$ cat src/rtl/rr_arbiter4.sv
// Four-way round-robin arbiter with a bounded hold time.
// A grant is held until done, a dropped request, or HOLD_MAX cycles, then one idle cycle follows.
module rr_arbiter4 #(
   parameter int HOLD_MAX = 15
) (
   input  logic       clk,
   input  logic       rst_n,
   input  logic [3:0] req,
   input  logic       done,
   output logic [3:0] gnt,
   output logic       busy,
   output logic       timeout
);

   typedef enum logic {
      IDLE  = 1'b0,
      GRANT = 1'b1
   } state_t;

   localparam logic [7:0] HOLD_LIM = 8'(HOLD_MAX);

   state_t     state_reg;
   logic [1:0] ptr_reg;
   logic [1:0] owner_reg;
   logic [7:0] cnt_reg;

   logic [3:0] rot_req;
   logic [1:0] win_off;
   logic [1:0] win_idx;
   logic [3:0] win_onehot;
   logic       owner_drop;
   logic       hold_expired;
   logic       release_now;

   // rot_req[k] is the request k places after the pointer, so the lowest set bit wins.
   genvar gi;
   generate
      for (gi = 0; gi < 4; gi++) begin : g_rot
         assign rot_req[gi] = req[ptr_reg + 2'(gi)];
      end
   endgenerate

   always_comb begin
      win_off = 2'd0;
      for (int k = 3; k >= 0; k--) begin
         if (rot_req[k]) begin
            win_off = 2'(k);
         end
      end
   end

   assign win_idx = ptr_reg + win_off;

   generate
      for (gi = 0; gi < 4; gi++) begin : g_dec
         assign win_onehot[gi] = (win_idx == 2'(gi));
      end
   endgenerate

   assign owner_drop   = ~req[owner_reg];
   assign hold_expired = (cnt_reg == HOLD_LIM);
   assign release_now  = done | owner_drop | hold_expired;

   always_ff @(posedge clk) begin
      if (!rst_n) begin
         state_reg <= IDLE;
         gnt       <= 4'b0000;
         busy      <= 1'b0;
         timeout   <= 1'b0;
         ptr_reg   <= 2'd0;
         owner_reg <= 2'd0;
         cnt_reg   <= 8'd0;
      end else begin
         case (state_reg)
            IDLE: begin
               timeout <= 1'b0;
               if (|req) begin
                  state_reg <= GRANT;
                  gnt       <= win_onehot;
                  busy      <= 1'b1;
                  owner_reg <= win_idx;
                  cnt_reg   <= 8'd1;
               end
            end
            GRANT: begin
               if (release_now) begin
                  state_reg <= IDLE;
                  gnt       <= 4'b0000;
                  busy      <= 1'b0;
                  // Only a pure hold expiry is flagged; a coincident done or drop is a normal release.
                  timeout   <= hold_expired & ~done & ~owner_drop;
                  ptr_reg   <= owner_reg + 2'd1;
                  cnt_reg   <= 8'd0;
               end else begin
                  timeout <= 1'b0;
                  cnt_reg <= cnt_reg + 8'd1;
               end
            end
            default: begin
               state_reg <= IDLE;
               gnt       <= 4'b0000;
               busy      <= 1'b0;
               timeout   <= 1'b0;
            end
         endcase
      end
   end

endmodule

$ cat config.mk
export PLATFORM = sky130hd
export DESIGN_NAME = rr_arbiter4
export DESIGN_NICKNAME = d
export VERILOG_FILES = /design/src/rtl/rr_arbiter4.sv
export SDC_FILE = /design/constraint.sdc
export NUM_CORES = 1
export LEC_CHECK = 0
export ABC_CLOCK_PERIOD_IN_PS = 4100
export BUFFER_PORTS_ARGS = -buffer_cell sky130_fd_sc_hd__buf_4
export CELL_PAD_IN_SITES_DETAIL_PLACEMENT = 1
export CELL_PAD_IN_SITES_GLOBAL_PLACEMENT = 1
export CORE_MARGIN = 3
export CORE_UTILIZATION = 45
export CTS_BUF_LIST = sky130_fd_sc_hd__clkbuf_16
export CTS_CLUSTER_SIZE = 16
export DETAILED_ROUTE_END_ITERATION = 8
export GPL_TIMING_DRIVEN = 0
export PLACE_DENSITY = 0.9
export RECOVER_POWER = 25
export SYNTH_ARGS = -nofsm -noshare
export SYNTH_HDL_FRONTEND = slang
export SYNTH_SLANG_ARGS = --single-unit
$ cat constraint.sdc
create_clock -name clk -period 4.1 [get_ports clk]
set_input_delay 0.82 -clock clk [delete_from_list [all_inputs] [get_ports clk]]
set_output_delay 0.82 -clock clk [all_outputs]
set_load 0.1 [all_outputs]
==> results.py, run 1 <==
metrics = {
    "final_layout": {
        "most-common-layout-cells": "sky130_fd_sc_hd__nor2_1, sky130_fd_sc_hd__dfxtp_1, sky130_fd_sc_hd__nand2_1, sky130_fd_sc_hd__nand3_1, sky130_fd_sc_hd__o21ai_0",
        "largest_register_ffs": 8,
        "fin_nets": 171,
        "num_antenna_cells": 0,
        "area_growth_syn_to_layout_pct": 13.5,
        "design_area_sq_um": 1330,
        "layout.cells.non_filler": 189,
        "multi_input_area_sq_um": 753,
        "layout.filler_cells": 301,
        "share_of_post_route_cells_with_drive_strength_above_1_pct": 14.3,
        "sequential_cell_area_sq_um": 380,
    },
    "synth": {
        "yosys_warnings": 0,
        "synth.avg_cell_area_sq_um": 7.94,
        "synth.net_count": 157,
        "synth_top_area_share_pct": 32.4,
        "mappedNetlistArea_sq_um": 1170,
        "synth_async_sr_flop_share_pct": 0,
        "seq_area_frac_synth_pct": 32.4,
        "yosysUniqueCellTypes": 46,
        "synth_enable_flop_cells": 0,
        "synthDominantAreaCellType": "sky130_fd_sc_hd__dfxtp_1",
        "synth_top_flop_cell": "sky130_fd_sc_hd__dfxtp_1",
        "ys_top_cells_by_area": "sky130_fd_sc_hd__dfxtp_1, sky130_fd_sc_hd__nand3_1, sky130_fd_sc_hd__nor2_1, sky130_fd_sc_hd__nand2_1, sky130_fd_sc_hd__o21ai_0",
        "synth_seq_cells": 19,
        "synthCells": 148,
    },
    "global_routing": {
        "grt_remaining_overflow": 0,
        "number_of_antenna_violations_at_the_first_check_in_global_routing": 0,
        "vias_in_the_first_global_route": 1245,
        "grt_max_degree": 12,
        "grt_util_all_layers_pct": 21.9,
        "grt_first_pass_wirelength_um": 5750,
    },
    "power": {
        "power_density_nw_per_um2": 429,
        "vdd_ir_drop_max_v": 0.000263,
        "power.leakage_nw": 0.504,
    },
    "sta": {
        "rsz0062_at_grt": "false",
        "final_min_period_over_clock_period_pct": 63.2,
        "final-max-slew-violation-count": 0,
        "slew_at_the_pin_with_the_worst_max_slew_slack_ns": 1.16,
        "period_minus_slack_ns": 2.59,
        "timing.fmax_ghz": 0.386,
        "fin_setup_tns_ns": 0,
        "fin_worst_skew_ns": 0.00479,
        "finalSetupViolations": 0,
        "final.hold.worst_slack_ns": 0.477,
        "relSlewSlack_pct": 22.7,
        "final_report_hold_violation_count": 0,
    },
    "setup_path": {
        "critPathMaxStageDelay_ns": 0.56,
        "cp-end-kind": "register",
        "r2r_slack_ns": 1.73,
        "startpoint": "req[1]",
        "reg2regPathDepth": 8,
        "end_point_of_the_critical_path": "gnt[2]$_SDFFE_PN0P_",
        "timing.critical_path.required_ns": 4.30,
        "standard_cell_with_the_maximum_stage_delay_on_the_critical_path": "sky130_fd_sc_hd__or4b_1",
        "timing.rr.start": "ptr_reg[0]$_SDFFE_PN0P_",
        "crit_path_start_kind": "input port",
        "biggest_fanout_along_the_worst_timing_path": 9,
        "r2r_end": "gnt[2]$_SDFFE_PN0P_",
        "setup.worst_path.class": "in2reg",
        "arrival_time_at_the_worst_endpoint_ns": 2.79,
        "cells_traversed_along_the_worst_timing_path": "buf_2, nor2_1, or4_1, nand3_1, ha_1, or4b_1, nor2_1, o21ai_0, nand3_1",
    },
    "floorplanning": {
        "dieHeight_um": 57.1,
        "rows": 17,
        "core-area_sq_um": 2340,
        "ioPinCount": 13,
        "dieWidth_um": 57.1,
        "start_util_pct": 50.2,
        "floorplan.die_area_sq_um": 3260,
    },
    "clock_tree": {
        "clock_tree.buffer_depth": 2,
        "cts_repair_resize_count": 0,
        "tritoncts": "yes",
        "path_clk_slew_ns": 0.06,
        "cts_hold_repair.buffers": 0,
        "cts.sink_count": 19,
        "post-cts-setup-buffer-count": 0,
        "cts_root_cell": "sky130_fd_sc_hd__clkbuf_16",
        "cts_buffers": 3,
        "worst_skew_pair.late_latency_ns": 0.26,
        "htree_num_levels": 1,
    },
    "placement": {
        "dp.cells": 185,
        "placement.cell_area_sq_um": 1280,
        "dp_hpwl_um": 2350,
        "routability_driven_placement_congestion_ratio": 0.791,
        "io_buffers": 9,
    },
    "route": {
        "vias": 1153,
        "drt-total-wl_um": 3190,
        "post_drt_wl_per_cell_um": 16.9,
        "detail_route.drc_violations": 0,
        "iteration_0_drc_markers": 32,
        "via_per_inst": 6.10,
        "detail_route.first_pass.iterations": 4,
        "antenna_left": 0,
    },
    "hold_path": {
        "min_from": "gnt[1]$_SDFFE_PN0P_",
        "worst_hold_path_type": "reg2reg",
    },
    "job": {
        "max_cap_viol_count": 0,
    },
    "status": {
        "outcome": "completed",
    },
}
## per-stage QoR
step	total power [mW]	setup slack (ns)	util, %
after floorplan	0.334	1.42	-
after global placement	0.362	1.32	54.6
after detailed placement	0.370	1.27	54.6
after CTS	0.575	1.52	58.0
after global routing	0.594	1.32	57.0
final	0.572	1.51	57.0
## final cells by class
| type | instances | area share, % |
|---|---|---|
| tap | 28 | 2.63 |
| clock buffer | 3 | 5.63 |
| clock inverter | 1 | 0.375 |
| inverter | 2 | 0.563 |
| multi-input combinational | 121 | 56.5 |
| timing repair buffer | 9 | 3.66 |
| buffer | 6 | 2.16 |
| sequential | 19 | 28.5 |
## cell families (layout without fill, tap and decap cells)
kind of cell    count (synthesis)  count (layout)  share of synthesized area [%]
xor+xnor                        5               5                           3.73
mux                             3               3                           2.77
buf+inv                         8              21                           3.09
compound gates                 33              33                           20.0
simple gates                   78              78                           35.9
fa+ha+maj                       2               2                           2.13
flops                          19              19                           32.4
## worst max-delay path, delay by kind of cell
kind            cells  cell delay, ns
fa+ha+maj           1            0.27
buf+inv             1            0.20
compound gates      1            0.11
simple gates        6            1.39
## synth_stat cells, types with 3 or more instances
| cell | count |
|---|---|
| sky130_fd_sc_hd__o21ai_0 | 7 |
| sky130_fd_sc_hd__dfxtp_1 | 19 |
| sky130_fd_sc_hd__nor2b_1 | 4 |
| sky130_fd_sc_hd__a21oi_1 | 3 |
| sky130_fd_sc_hd__a31oi_1 | 3 |
| sky130_fd_sc_hd__nor2_1 | 19 |
| sky130_fd_sc_hd__xor2_1 | 3 |
| sky130_fd_sc_hd__o21ai_1 | 4 |
| sky130_fd_sc_hd__and3_1 | 3 |
| sky130_fd_sc_hd__buf_2 | 5 |
| sky130_fd_sc_hd__nand3_1 | 16 |
| sky130_fd_sc_hd__nand2_1 | 17 |
## power by group
group | internal [mW] | switching (mW) | leakage, nW
Combinational | 0.0440 | 0.106 | 0.308
Clock | 0.131 | 0.0778 | 0.0409
Sequential | 0.199 | 0.0139 | 0.155
## metal layers
metal  wire [um]  GRT usage, %  vias up  part of all wire, %
li1            -             -      560                    -
met1        1440          27.7      561                   45
met2        1570          37.8       27                   49
met3         136          3.62        5                  4.3
met4          39          6.95        0                  1.2
met5           0             0        -                    0
## worst min path at each step
stage,endpoint,slack (ns),cells past startpoint
floorplan,cnt_reg[7]$_SDFFE_PN0P_,0.44,1
global placement,gnt[0]$_SDFFE_PN0P_,0.45,2
detailed placement,gnt[1]$_SDFFE_PN0P_,0.47,2
CTS,gnt[1]$_SDFFE_PN0P_,0.48,2
global route,gnt[1]$_SDFFE_PN0P_,0.49,2
finish,gnt[1]$_SDFFE_PN0P_,0.48,2
Power figures use the tool's default switching activity.
==> run 2: changes to the inputs <==
Settings changed: ABC_CLOCK_PERIOD_IN_PS 4100 to 2600, CORE_UTILIZATION 45 to 42, PLACE_DENSITY 0.9 to 0.85.
Clock period 4.1 ns to 2.6 ns, I/O delays scaled along.
==> run 2 against run 1 <==
Effect of this change:
- first-iteration DRC count down 22%
- critical path depth down 1
- via count up 2.7%
- sequential share of layout area down 0.13 points
- non-clock buffer count unchanged
- count of clock-buffer cells in the layout unchanged
- largest cell class unchanged
==> results.py, run 2 (same netlist as run 1, synthesis figures left out) <==
metrics = {
    "hold_path": {
        "min_from": "gnt[3]$_SDFFE_PN0P_",
        "worst_hold_path_type": "reg2reg",
        "worstHoldPathCells": 2,
        "min_delay_worst_endpoint": "gnt[3]$_SDFFE_PN0P_",
    },
    "final_layout": {
        "layout.cells.non_filler": 191,
        "fin_nets": 171,
        "finalCoreUtilization_pct": 52.2,
        "area_growth_syn_to_layout_pct": 14.1,
        "num_antenna_cells": 0,
        "share_of_post_route_cells_with_drive_strength_above_1_pct": 14.3,
        "most-common-layout-cells": "sky130_fd_sc_hd__nor2_1, sky130_fd_sc_hd__dfxtp_1, sky130_fd_sc_hd__nand2_1, sky130_fd_sc_hd__nand3_1",
        "largest_register_ffs": 8,
    },
    "sta": {
        "final_min_period_over_clock_period_pct": 93.4,
        "fin_setup_tns_ns": 0,
        "fin_worst_skew_ns": 0.00106,
        "slew_at_the_pin_with_the_worst_max_slew_slack_ns": 1.17,
        "timing.fmax_ghz": 0.412,
        "relSlewSlack_pct": 22.1,
        "final-max-slew-violation-count": 0,
        "finalSetupViolations": 0,
        "final_report_hold_violation_count": 0,
        "rsz0062_at_grt": "false",
        "period_minus_slack_ns": 2.43,
    },
    "floorplanning": {
        "floorplan.die_area_sq_um": 3470,
        "dieHeight_um": 58.9,
        "core-area_sq_um": 2570,
        "start_util_pct": 45.8,
        "dieWidth_um": 58.9,
        "rows": 18,
        "ioPinCount": 13,
    },
    "setup_path": {
        "r2r_end": "gnt[0]$_SDFFE_PN0P_",
        "arrival_time_at_the_worst_endpoint_ns": 2.63,
        "biggest_fanout_along_the_worst_timing_path": 10,
        "setup.worst_path.class": "reg2reg",
        "cp-end-kind": "register",
        "crit_path_start_kind": "register",
        "reg2regPathDepth": 8,
        "r2r_slack_ns": 0.17,
        "timing.rr.start": "ptr_reg[0]$_SDFFE_PN0P_",
        "timing.critical_path.required_ns": 2.80,
    },
    "power": {
        "power.leakage_nw": 0.501,
        "vdd_ir_drop_max_v": 0.000353,
        "power_density_nw_per_um2": 675,
    },
    "placement": {
        "dp.cells": 187,
        "routability_driven_placement_congestion_ratio": 0.873,
        "dp_hpwl_um": 2310,
        "io_buffers": 9,
    },
    "route": {
        "via_per_inst": 6.20,
        "antenna_left": 0,
        "vias": 1184,
        "drt-total-wl_um": 3350,
        "detail_route.first_pass.iterations": 4,
        "detail_route.drc_violations": 0,
        "iteration_0_drc_markers": 25,
        "post_drt_wl_per_cell_um": 17.5,
    },
    "clock_tree": {
        "worst_skew_pair.late_latency_ns": 0.26,
        "cts_root_cell": "sky130_fd_sc_hd__clkbuf_16",
        "path_clk_slew_ns": 0.06,
        "htree_num_levels": 1,
        "post-cts-setup-buffer-count": 0,
        "cts_buffers": 3,
        "tritoncts": "yes",
        "cts.sink_count": 19,
        "clock_tree.buffer_depth": 2,
        "cts_repair_resize_count": 0,
        "cts_hold_repair.buffers": 0,
    },
    "global_routing": {
        "gr_met1_demand_resource_pct": 26.5,
        "gr-usage-met3_pct": 4.17,
        "vias_in_the_first_global_route": 1225,
        "grt_max_degree": 12,
        "grt-busiest-layer": "met2",
        "number_of_antenna_violations_at_the_first_check_in_global_routing": 0,
        "gr-usage-met2_pct": 35.8,
        "grt_remaining_overflow": 0,
        "grt_first_pass_wirelength_um": 5710,
        "grt_util_all_layers_pct": 21.5,
    },
    "status": {
        "outcome": "completed",
    },
    "job": {
        "max_cap_viol_count": 0,
    },
}
-- run 2: changes by cell type in the layout (fill, tap and decap cells not counted), sizes merged --
cell	change
clkbuf	+2
buf	-2
-- run 2: power breakdown --
group / total [mW] / switching, mW / leakage (nW) / internal [mW]
registers: 0.337 / 0.0230 / 0.155 / 0.314
clock network: 0.326 / 0.119 / 0.0409 / 0.207
logic: 0.242 / 0.173 / 0.305 / 0.0697
total: 0.905 / 0.315 / 0.501 / 0.590
-- run 2: worst max-delay path, cell delays in order (launching register included) --
cell                       delay, ns
sky130_fd_sc_hd__dfxtp_1        0.33
sky130_fd_sc_hd__clkbuf_4       0.19
sky130_fd_sc_hd__or4_1          0.52
sky130_fd_sc_hd__nand3_1        0.12
sky130_fd_sc_hd__ha_1           0.29
sky130_fd_sc_hd__or4b_1         0.56
sky130_fd_sc_hd__nor2_1         0.15
sky130_fd_sc_hd__nand3_1        0.10
sky130_fd_sc_hd__nand3_1        0.11
-- run 2: layout make-up --
type,instances,area [sq um]
Clock inverter,1,5.00
Clock buffer,3,75.1
Timing Repair Buffer,9,45.0
Fill cell,339,1230
Buffer,6,31.3
Tap cell,30,37.5
Multi-Input combinational cell,121,758
Sequential cell,19,380
Inverter,2,7.51
-- run 2: metrics by stage --
stage | worst slack (ns) | instance area [sq um] | power (mW) | hold WS (ns)
floorplan | 0.224 | 1170 | 0.527 | 0.438
global placement | 0.115 | 1280 | 0.572 | 0.455
detailed placement | 0.0616 | 1280 | 0.583 | 0.458
CTS | 0.186 | 1360 | 0.915 | 0.473
global route | 0.0264 | 1340 | 0.947 | 0.502
finish | 0.171 | 1340 | 0.905 | 0.466
-- run 2: worst max-delay path by stage --
stage                             from                   to  slack, ns
2_1_floorplan                   req[2]  gnt[0]$_SDFFE_PN0P_       0.22
3_3_place_gp                    req[2]  gnt[0]$_SDFFE_PN0P_       0.11
3_5_place_dp                    req[2]  gnt[0]$_SDFFE_PN0P_       0.06
4_1_cts        ptr_reg[0]$_SDFFE_PN0P_  gnt[0]$_SDFFE_PN0P_       0.19
5_1_grt        ptr_reg[0]$_SDFFE_PN0P_  gnt[2]$_SDFFE_PN0P_       0.03
6_report       ptr_reg[0]$_SDFFE_PN0P_  gnt[0]$_SDFFE_PN0P_       0.17
-- run 2: metal layers --
| layer | wire (um) | share of wire, % |
|---|---|---|
| met5 | 0 | 0 |
| met4 | 79 | 2.4 |
| met2 | 1670 | 50 |
| met3 | 126 | 3.8 |
| met1 | 1470 | 44 |
==> run 3: changes to the inputs <==
Settings changed: ABC_CLOCK_PERIOD_IN_PS 2600 to 2700.
Clock period 2.6 ns to 2.7 ns, I/O delays scaled along.
==> run 3 against run 2 <==
Effect of this change:
- hold slack stayed put
- first-iteration DRC count unchanged
- global-route usage unchanged
- combinational power down 4%
- final cell count unchanged
- wire length about the same
- count of clock-buffer cells in the layout did not move
- sequential cell count unchanged
- largest power group unchanged
- register-to-register slack better by 0.08 ns
- die area did not move
- sequential share of layout area is 0.053 points higher
==> results.py, run 3 (same netlist as run 1, synthesis figures left out) <==
metrics = {
    "status": {
        "outcome": "completed",
    },
    "floorplanning": {
        "core-area_sq_um": 2570,
        "rows": 18,
        "dieWidth_um": 58.9,
        "start_util_pct": 45.8,
        "dieHeight_um": 58.9,
        "ioPinCount": 13,
        "floorplan.die_area_sq_um": 3470,
    },
    "setup_path": {
        "r2r_slack_ns": 0.25,
        "crit_path_frequent_cell": "sky130_fd_sc_hd__nand3_1",
        "worst_path_dominant_cell_family": "simple AND/OR/NAND/NOR gates",
        "timing.rr.start": "ptr_reg[0]$_SDFFE_PN0P_",
        "reg2regPathDepth": 11,
        "timing.critical_path.required_ns": 2.90,
        "standard_cell_with_the_maximum_stage_delay_on_the_critical_path": "sky130_fd_sc_hd__or4b_1",
        "critPathMaxStageDelay_ns": 0.56,
        "arrival_time_at_the_worst_endpoint_ns": 2.64,
        "r2r_end": "gnt[0]$_SDFFE_PN0P_",
        "path_buf_inv": 1,
        "cells_traversed_along_the_worst_timing_path": "buf_2, nor2_1, nand2_1, nand3_1, o21ai_0, nand3_1, ha_1, or4b_1, nor2_1, nand3_1, nand3_1",
        "biggest_fanout_along_the_worst_timing_path": 10,
        "crit_path_start_kind": "register",
        "setup.worst_path.class": "reg2reg",
        "cp-end-kind": "register",
    },
    "clock_tree": {
        "htree_num_levels": 1,
        "clock_tree.buffer_depth": 2,
        "cts_buffers": 3,
        "cts_root_cell": "sky130_fd_sc_hd__clkbuf_16",
        "cts_hold_repair.buffers": 0,
        "tritoncts": "yes",
        "path_clk_slew_ns": 0.06,
        "worst_skew_pair.late_latency_ns": 0.26,
        "post-cts-setup-buffer-count": 0,
        "cts.sink_count": 19,
        "cts_repair_resize_count": 0,
    },
    "route": {
        "iteration_0_drc_markers": 25,
        "antenna_left": 0,
        "detail_route.drc_violations": 0,
        "detail_route.first_pass.iterations": 4,
        "post_drt_wl_per_cell_um": 17.5,
        "drt-total-wl_um": 3350,
        "vias": 1184,
        "via_per_inst": 6.20,
    },
    "hold_path": {
        "worst_hold_path_type": "reg2reg",
        "min_from": "gnt[3]$_SDFFE_PN0P_",
        "worstHoldPathCells": 2,
        "min_delay_worst_endpoint": "gnt[3]$_SDFFE_PN0P_",
    },
    "final_layout": {
        "largest_register_ffs": 8,
        "area_growth_syn_to_layout_pct": 13.8,
        "sequential_cell_area_sq_um": 380,
        "design_area_sq_um": 1340,
        "layout.filler_cells": 338,
        "multi_input_area_sq_um": 758,
        "share_of_post_route_cells_with_drive_strength_above_1_pct": 14.3,
        "most-common-layout-cells": "sky130_fd_sc_hd__nor2_1, sky130_fd_sc_hd__dfxtp_1, sky130_fd_sc_hd__nand2_1, sky130_fd_sc_hd__nand3_1",
        "fin_nets": 171,
        "num_antenna_cells": 0,
    },
    "global_routing": {
        "vias_in_the_first_global_route": 1225,
        "grt_util_all_layers_pct": 21.5,
        "number_of_antenna_violations_at_the_first_check_in_global_routing": 0,
        "grt_remaining_overflow": 0,
        "grt_first_pass_wirelength_um": 5710,
        "grt_max_degree": 12,
    },
    "placement": {
        "place_ws_ns": 0.142,
        "routability_driven_placement_congestion_ratio": 0.873,
        "io_buffers": 9,
        "placement.cell_area_sq_um": 1280,
        "dp_hpwl_um": 2310,
    },
    "sta": {
        "timing.final.ws_setup_ns": 0.252,
        "relSlewSlack_pct": 22.1,
        "timing.fmax_ghz": 0.408,
        "slew_at_the_pin_with_the_worst_max_slew_slack_ns": 1.17,
        "final_report_hold_violation_count": 0,
        "rsz0062_at_grt": "false",
        "final.hold.worst_slack_ns": 0.466,
        "fin_worst_skew_ns": 0.00106,
        "final-max-slew-violation-count": 0,
        "fin_setup_tns_ns": 0,
        "final_min_period_over_clock_period_pct": 90.7,
        "finalSetupViolations": 0,
        "period_minus_slack_ns": 2.45,
    },
    "power": {
        "power.leakage_nw": 0.501,
        "design_power_total_mw": 0.870,
        "vdd_ir_drop_max_v": 0.000340,
        "power_density_nw_per_um2": 651,
    },
    "job": {
        "max_cap_viol_count": 0,
    },
}
==> run 3: changes by cell type in the layout (fill, tap and decap cells not counted), sizes merged <==
| cell | before | now |
|---|---|---|
| buf | 7 | 8 |
| clkbuf | 11 | 10 |
==> run 3: stage by stage <==
stage          instances  util [%]
5_1_grt              191      52.1
3_5_place_dp         187      49.9
6_report             191      52.1
2_1_floorplan        148         -
4_1_cts              191      53.0
3_3_place_gp         187      49.9
==> run 3: layout make-up <==
cell class | instances | share of cell area, %
multi-input combinational | 121 | 56.7
sequential | 19 | 28.4
clock buffer | 3 | 5.61
timing repair buffer | 9 | 3.37
tap | 30 | 2.81
buffer | 6 | 2.15
inverter | 2 | 0.561
clock inverter | 1 | 0.374
==> run 3: tightest hold or removal path: cells and delay by family (launching register included) <==
family | cells | cell delay (ns)
flops | 1 | 0.32
simple gates | 2 | 0.12
==> run 3: worst max-delay path by stage <==
stage | from | end | cells past startpoint
floorplan | req[2] | gnt[0]$_SDFFE_PN0P_ | 8
global placement | req[2] | gnt[0]$_SDFFE_PN0P_ | 8
detailed placement | req[2] | gnt[0]$_SDFFE_PN0P_ | 8
CTS | ptr_reg[0]$_SDFFE_PN0P_ | gnt[0]$_SDFFE_PN0P_ | 8
global route | ptr_reg[0]$_SDFFE_PN0P_ | gnt[2]$_SDFFE_PN0P_ | 11
finish | ptr_reg[0]$_SDFFE_PN0P_ | gnt[0]$_SDFFE_PN0P_ | 11
==> run 3: per-layer routing <==
| metal | up-vias | share of wire (%) | global-route usage (%) |
|---|---|---|---|
| met1 | 594 | 44 | 26.5 |
| met5 | - | 0 | 0 |
| li1 | 560 | - | - |
| met2 | 21 | 50 | 35.8 |
| met4 | 0 | 2.4 | 10.4 |
| met3 | 9 | 3.8 | 4.17 |
==> run 3: power by group <==
part	leakage (nW)	total (mW)	switching [mW]	internal, mW
Combinational	0.305	0.232	0.166	0.0663
Sequential	0.155	0.324	0.0221	0.302
Clock	0.0409	0.314	0.115	0.199
